===== config.mk =====
export PLATFORM = sky130hd
export DESIGN_NAME = multiplier_arbiter
export DESIGN_NICKNAME = d
export VERILOG_FILES = /design/src/rtl/multiplier_arbiter.sv
export SDC_FILE = /design/constraint.sdc
export NUM_CORES = 1
export LEC_CHECK = 0
export BUFFER_PORTS_ARGS = -buffer_cell sky130_fd_sc_hd__buf_4
export CAP_MARGIN = 20
export CORE_MARGIN = 1.5
export CORE_UTILIZATION = 25
export DETAILED_ROUTE_END_ITERATION = 12
export SYNTH_ARGS = -nofsm -noshare
export SYNTH_HDL_FRONTEND = slang
export SYNTH_SLANG_ARGS = --single-unit

===== constraint.sdc =====
create_clock -name clk -period 2.2 [get_ports clk]
set_input_delay 0.44 -clock clk [delete_from_list [all_inputs] [get_ports clk]]
set_output_delay 0.44 -clock clk [all_outputs]
set_load 0.01 [all_outputs]

===== src/rtl/multiplier_arbiter.sv =====
// -----------------------------------------------------------------------------
// multiplier_arbiter
//   Shares one multi-cycle signed (Booth) multiplier between two requesters,
//   A and B. A request is granted in IDLE, its operands are launched to the
//   multiplier, the product (or a timeout error) is captured, the multiplier is
//   reset for one cycle, and the result is held for the owner until consumed.
//   Priority alternates: after a result is consumed the other requester wins a
//   simultaneous request.
//
// Parameters
//   WIDTH    operand width (product is 2*WIDTH)
//   TIMEOUT  maximum number of WAIT cycles before the request ends in error
//
// Ports
//   clk, reset                      clock (rising edge), async active-low reset
//   a_valid/b_valid                 requester has an operand pair pending
//   a_ready/b_ready                 operand pair accepted this cycle (IDLE only)
//   a_m,a_q / b_m,b_q               signed multiplicand / multiplier per requester
//   a_res_valid/b_res_valid         result available for that requester
//   a_res_ready/b_res_ready         requester consumes its result
//   res_data, res_err               signed product, timeout flag
//   mul_valid, mul_m, mul_q         start pulse and held operands to multiplier
//   mul_ready, mul_product          multiplier done level and its product
//   mul_rst_n                       active-low reset to the multiplier
//   busy                            arbiter is not in IDLE
// -----------------------------------------------------------------------------
module multiplier_arbiter #(
    parameter int WIDTH   = 8,
    parameter int TIMEOUT = 40
) (
    input  logic                        clk,
    input  logic                        reset,
    input  logic                        a_valid,
    input  logic                        b_valid,
    output logic                        a_ready,
    output logic                        b_ready,
    input  logic signed [WIDTH-1:0]     a_m,
    input  logic signed [WIDTH-1:0]     a_q,
    input  logic signed [WIDTH-1:0]     b_m,
    input  logic signed [WIDTH-1:0]     b_q,
    output logic                        a_res_valid,
    output logic                        b_res_valid,
    input  logic                        a_res_ready,
    input  logic                        b_res_ready,
    output logic signed [2*WIDTH-1:0]   res_data,
    output logic                        res_err,
    output logic                        mul_valid,
    output logic signed [WIDTH-1:0]     mul_m,
    output logic signed [WIDTH-1:0]     mul_q,
    input  logic                        mul_ready,
    input  logic signed [2*WIDTH-1:0]   mul_product,
    output logic                        mul_rst_n,
    output logic                        busy
);

    // Counter only needs to reach TIMEOUT-1.
    localparam int CNT_W = (TIMEOUT > 1) ? $clog2(TIMEOUT) : 1;
    localparam logic [CNT_W-1:0] CNT_LAST = CNT_W'(TIMEOUT - 1);

    typedef enum logic [2:0] {
        IDLE    = 3'd0,
        LAUNCH  = 3'd1,
        WAIT    = 3'd2,
        CLEAR   = 3'd3,
        RESPOND = 3'd4
    } state_t;

    state_t                     state_q;
    logic                       ptr_q;      // 0: A has priority, 1: B
    logic                       owner_q;    // 0: A owns the multiplier, 1: B
    logic [CNT_W-1:0]           cnt_q;
    logic signed [WIDTH-1:0]    mul_m_q;
    logic signed [WIDTH-1:0]    mul_q_q;
    logic signed [2*WIDTH-1:0]  res_data_q;
    logic                       res_err_q;

    logic win_a;
    logic win_b;
    logic owner_rdy;

    // Arbitration is combinational so the grant lands in the same IDLE cycle.
    // Gated by reset so no ready can appear while the block is held in reset.
    always_comb begin
        win_a = 1'b0;
        win_b = 1'b0;
        if (reset && (state_q == IDLE)) begin
            if (a_valid && (!b_valid || !ptr_q)) begin
                win_a = 1'b1;
            end else if (b_valid) begin
                win_b = 1'b1;
            end
        end
    end

    assign owner_rdy = owner_q ? b_res_ready : a_res_ready;

    always_ff @(posedge clk or negedge reset) begin
        if (!reset) begin
            state_q    <= IDLE;
            ptr_q      <= 1'b0;
            owner_q    <= 1'b0;
            cnt_q      <= '0;
            mul_m_q    <= '0;
            mul_q_q    <= '0;
            res_data_q <= '0;
            res_err_q  <= 1'b0;
        end else begin
            case (state_q)
                IDLE: begin
                    if (win_a || win_b) begin
                        owner_q <= win_b;
                        mul_m_q <= win_b ? b_m : a_m;
                        mul_q_q <= win_b ? b_q : a_q;
                        state_q <= LAUNCH;
                    end
                end
                LAUNCH: begin
                    cnt_q   <= '0;
                    state_q <= WAIT;
                end
                WAIT: begin
                    // A done multiplier beats the timeout on the final count.
                    if (mul_ready) begin
                        res_data_q <= mul_product;
                        res_err_q  <= 1'b0;
                        state_q    <= CLEAR;
                    end else if (cnt_q == CNT_LAST) begin
                        res_data_q <= '0;
                        res_err_q  <= 1'b1;
                        state_q    <= CLEAR;
                    end else begin
                        cnt_q <= cnt_q + 1'b1;
                    end
                end
                CLEAR: begin
                    state_q <= RESPOND;
                end
                RESPOND: begin
                    if (owner_rdy) begin
                        ptr_q   <= ~owner_q;
                        state_q <= IDLE;
                    end
                end
                default: begin
                    state_q <= IDLE;
                end
            endcase
        end
    end

    assign a_ready     = win_a;
    assign b_ready     = win_b;
    assign mul_valid   = (state_q == LAUNCH);
    assign busy        = (state_q != IDLE);
    assign a_res_valid = (state_q == RESPOND) && !owner_q;
    assign b_res_valid = (state_q == RESPOND) && owner_q;
    assign res_data    = res_data_q;
    assign res_err     = res_err_q;
    assign mul_m       = mul_m_q;
    assign mul_q       = mul_q_q;
    // Multiplier is held in reset with the arbiter and pulsed in CLEAR.
    assign mul_rst_n   = reset && (state_q != CLEAR);

endmodule


### Word-level counts from Yosys, hierarchy flattened

Index checks and enable logic that the tools add are counted.

* output and inout port bits: 40
* logic and storage cells: 60
* bits in registers: 44

* muxes and demuxes: 20
* bitwise gates (word level): 1
* reduce and logical (&&, ||, !) cells: 19
* $add $sub $neg: 1
* equality and inequality tests: 11

Operator list (number)
* $mux W16: 2
* $mux W8: 2
* $pmux W3 S5: 1
* $mux W3: 4
* $mux W6: 2
* $pmux W6 S2: 1
* $mux W1: 8
* $add A6 B1 Y6 const B: 1
* $eq A3 B2 Y1 const B: 2
* $eq A6 B6 Y1 const B: 1
* $ne A2 B2 Y1 const B: 3
* $reduce_and A2 Y1: 3
* $reduce_and A3 Y1: 2
* $logic_and A1 B1 Y1: 5
* $reduce_bool A2 Y1: 2
* $eq A3 B1 Y1 const B: 1
* $eq A3 B3 Y1 const B: 1
* $logic_not A1 Y1: 3
* $logic_not A3 Y1: 1
* $ne A3 B2 Y1 const B: 1
* $ne A3 B3 Y1 const B: 1
* $reduce_bool A3 Y1: 1
* $logic_or A1 B1 Y1: 2
* $ne A2 B1 Y1 const B: 1
* $not A1 Y1: 1

### Longest topological paths before layout

* word-level depth: 8
* mapped depth: 6
* gate-level depth less buffers: 4

### Least setup slack after synthesis

No wires, ideal clock.

* kind: reg-to-output
* start: register state_q[2]
* end: output a_ready
* path buffers: 2
* slack: 382 ps
* stages on the path, launching flop included: 5
* arrival time: 1378 ps
* cell sequence: dfrtp_1 > clkbuf_1 > nor4b_2 > clkbuf_1 > and3_1

* cells in the longest elaborated chain, start to end: 3

RTL lines
* start: declaration: line 68 `state_t state_q;`
* start signal: assignment: line 99 `state_q <= IDLE;`
* start signal: assignment: line 114 `state_q <= LAUNCH;`
* start signal: assignment: line 119 `state_q <= WAIT;`
* $logic_not A3 Y1: line 86 `if (reset && (state_q == IDLE)) begin`
* $logic_and A1 B1 Y1: line 86
* $mux W1: line 86
* end: declaration: line 35 `output logic a_ready,`

No other way between the ends.

### Worst setup path after layout

* start: register state_q[0]
* end: output mul_valid

* cells in the longest elaborated chain, start to end: 1

RTL lines
* $eq A3 B1 Y1: line 153 `assign mul_valid = (state_q == LAUNCH);`
* end: declaration: line 47 `output logic mul_valid,`

No other way between the ends.

==> flow_metrics.py <==
metrics = {
    "synth": {
        "syn-num-nets": 316,
        "synth_edf_count": 0,
        "ys_seq_elements": 44,
        "ys_types": 39,
        "synthCells": 260,
        "ys_seq_area_share_pct": 46.7,
        "avgSynthCellArea_um2": 9.07,
        "synthArstFlopShare_pct": 100,
        "synthTopCellsByArea": "dfrtp_1, nand2_1, o31ai_1",
        "ys_warn_count": 0,
        "synth_common_cells": "dfrtp_1, nand2_1, inv_1",
        "synth_flop_cell": "dfrtp_1",
        "synth.most_common_cell": "dfrtp_1",
        "netlist_area_um2": 2360,
        "synth_top_area_share_pct": 46.7,
        "synth_top_cell_by_area": "dfrtp_1",
    },
    "clock_tree": {
        "cts_root_buf": "clkbuf_8",
        "clock_latency_ns": 0.30,
        "cts_made_buffers": 5,
        "cts_hold_buf": 0,
        "cts_max_path_buffers": 2,
        "path_clk_slew_ns": 0.09,
        "cts_tree": "done",
        "cts_sinks": 44,
        "cts_max_level": 2,
    },
    "detailed_routing": {
        "viasPerCell": 5.03,
        "top_layer": "met4",
        "wl_met3_um": 456,
        "wl_met2_um": 3130,
        "wl_per_cell_um": 14.9,
        "ant_nets": 0,
        "drt-total-wl_um": 6890,
        "first_iter_violations": 99,
        "via_count": 2318,
        "wl_met1_um": 3240,
        "drtPass1Iterations": 4,
        "drc_errors": 0,
    },
    "critical_path": {
        "cp.required_ns": 1.76,
        "crit_buf_inv": 3,
        "crit_type": "flop to output port",
        "crit_path_cell_trace": "buf_4 > or3b_2 > inv_1 > buf_4",
        "crit_arrival_ns": 1.66,
        "cp_slowest_cell": "or3b_2",
        "endpoint_kind": "output port",
        "cp_top_family": "simple AND/OR/NAND/NOR gates",
        "cp-start-kind": "flop",
        "max_stage_delay_ns": 0.57,
        "critical_path.max_fanout": 10,
        "cpMostUsedCell": "buf_4",
    },
    "pwr": {
        "power.density_nw_per_um2": 1170,
        "p_leak_uw": 0.00160,
        "ir_worst_vdd_v": 0.000361,
    },
    "floorplan": {
        "initial_utilization_pct": 25.6,
        "core_um2": 9200,
        "die_h_um": 100,
        "die-area_um2": 10000,
        "rows": 35,
        "die_w_um": 100,
        "io_pins": 95,
    },
    "global_route": {
        "grt-ovfl-total": 0,
        "antenna_found_initial": 0,
        "grt_max_degree": 31,
        "gr-usage-all-layers_pct": 13.8,
        "grt_pass1_wl_um": 11000,
        "grt_pass1_vias": 2173,
    },
    "sta": {
        "worst_slack_ns": 0.0958,
        "finalSetupTns_ns": 0,
        "finalSetupViolations": 0,
        "final.period_utilization_pct": 95.6,
        "relSlewSlack_pct": 58.7,
        "tightest_slew_ns": 0.619,
        "finalMaxSlewViolations": 0,
        "timing.fmax_mhz": 475,
        "skew_ns": 0.00807,
        "hold_viol_final": 0,
        "hold_ws_ns": 0.149,
        "rsz0062_at_grt": "no",
        "period_minus_slack_ns": 2.10,
    },
    "layout": {
        "final_area_um2": 3340,
        "final_cells": 461,
        "syn_to_final_growth_pct": 41.8,
        "layout-drive-gt1-share_pct": 36.0,
        "fin_nets": 405,
        "antenna_cells": 0,
    },
    "place": {
        "hpwlAfterDp_um": 4930,
        "pre_cts_ws_ns": 0.212,
        "port-buffer-count": 94,
        "place_inst": 452,
        "gp_congestion": 0.761,
        "placed_area_um2": 3220,
    },
    "job": {
        "max_cap_violations": 0,
    },
    "worst_hold_path": {
        "min_path_type": "primary input to asynchronous set/reset pin",
    },
    "status": {
        "status": "finished clean",
    },
}
==> worst register-to-register path, delay by kind of cell, from the launching register on <==
kind | cells | cell delay, ns
compound gates | 1 | 0.21
buf+inv | 2 | 0.41
simple gates | 2 | 0.71
flops | 1 | 0.41
==> cells by family (layout without fill, tap and decap cells) <==
group | Yosys count | in the layout | synth area share (%)
simple gates | 85 | 85 | 19.4
flops | 44 | 44 | 46.7
fa+ha+maj | 1 | 1 | 0.531
mux | 6 | 6 | 2.55
compound gates | 76 | 76 | 22.1
buf+inv | 48 | 138 | 8.76
==> final timing paths <==
check	startpoint	endpoint	slack, ns	depth (start not counted)
max	state_q[0]$_DFFE_PN0P_	mul_valid	0.1	4
min	reset	mul_q[0]$_DFFE_PN0P_	0.15	2
max reg2reg	state_q[0]$_DFFE_PN0P_	state_q[0]$_DFFE_PN0P_	0.42	5
min reg2reg	cnt_q[4]$_DFFE_PN0P_	cnt_q[4]$_DFFE_PN0P_	0.51	1
max in group asynchronous	reset	res_data[5]$_DFFE_PN0P_	1.81	2
min in group clk	mul_product[9]	res_data[9]$_DFFE_PN0P_	0.36	3
==> sequential cells by signal, indices dropped and copies added (netlist names) <==
signal / flops
res_err: 1
res_data: 16
state_q: 3
mul_q: 8
ptr_q: 1
cnt_q: 6
mul_m: 8
owner_q: 1
==> stage by stage <==
stage	total power (uW)	util, %
after detailed placement	3310	35.0
final	3920	36.3
after global placement	3270	35.0
after CTS	3970	36.2
after floorplan	2440	-
after global routing	4250	36.3
==> layout by cell type (no fill, tap or decap), types with 12 or more instances in the layout <==
master	instances
a21oi_1	17
o311ai_0	12
inv_1	20
buf_4	108
a31oi_1	16
o31ai_1	16
dfrtp_1	44
nand2_1	40
nand4_1	17
==> per-layer routing <==
| metal | track usage (%) | vias up |
|---|---|---|
| li1 | - | 1125 |
| met1 | 19.4 | 1107 |
| met2 | 21.2 | 80 |
| met3 | 3.69 | 6 |
| met4 | 2.93 | 0 |
| met5 | 0 | - |
==> final cells by class <==
class / instances / area, um2
clock buffer: 5 / 68.8
sequential: 44 / 1100
tap: 111 / 139
timing repair buffer: 109 / 831
multi-input combinational: 168 / 1080
fill: 946 / 5850
inverter: 21 / 78.8
clock inverter: 3 / 46.3
==> what timing repair did <==
action,in CTS,in global routing
resized for setup,0,1
setup endpoints to repair,0,1
setup buffers,0,0
==> power breakdown <==
| part | leakage (uW) | switching (uW) | internal [uW] | total [uW] |
|---|---|---|---|---|
| registers | 0.000497 | 240 | 1140 | 1380 |
| logic | 0.00105 | 972 | 930 | 1900 |
| clock network | 0.0000548 | 298 | 342 | 641 |
| total | 0.00160 | 1510 | 2410 | 3920 |
No activity file was read; power rests on OpenSTA's default activity.
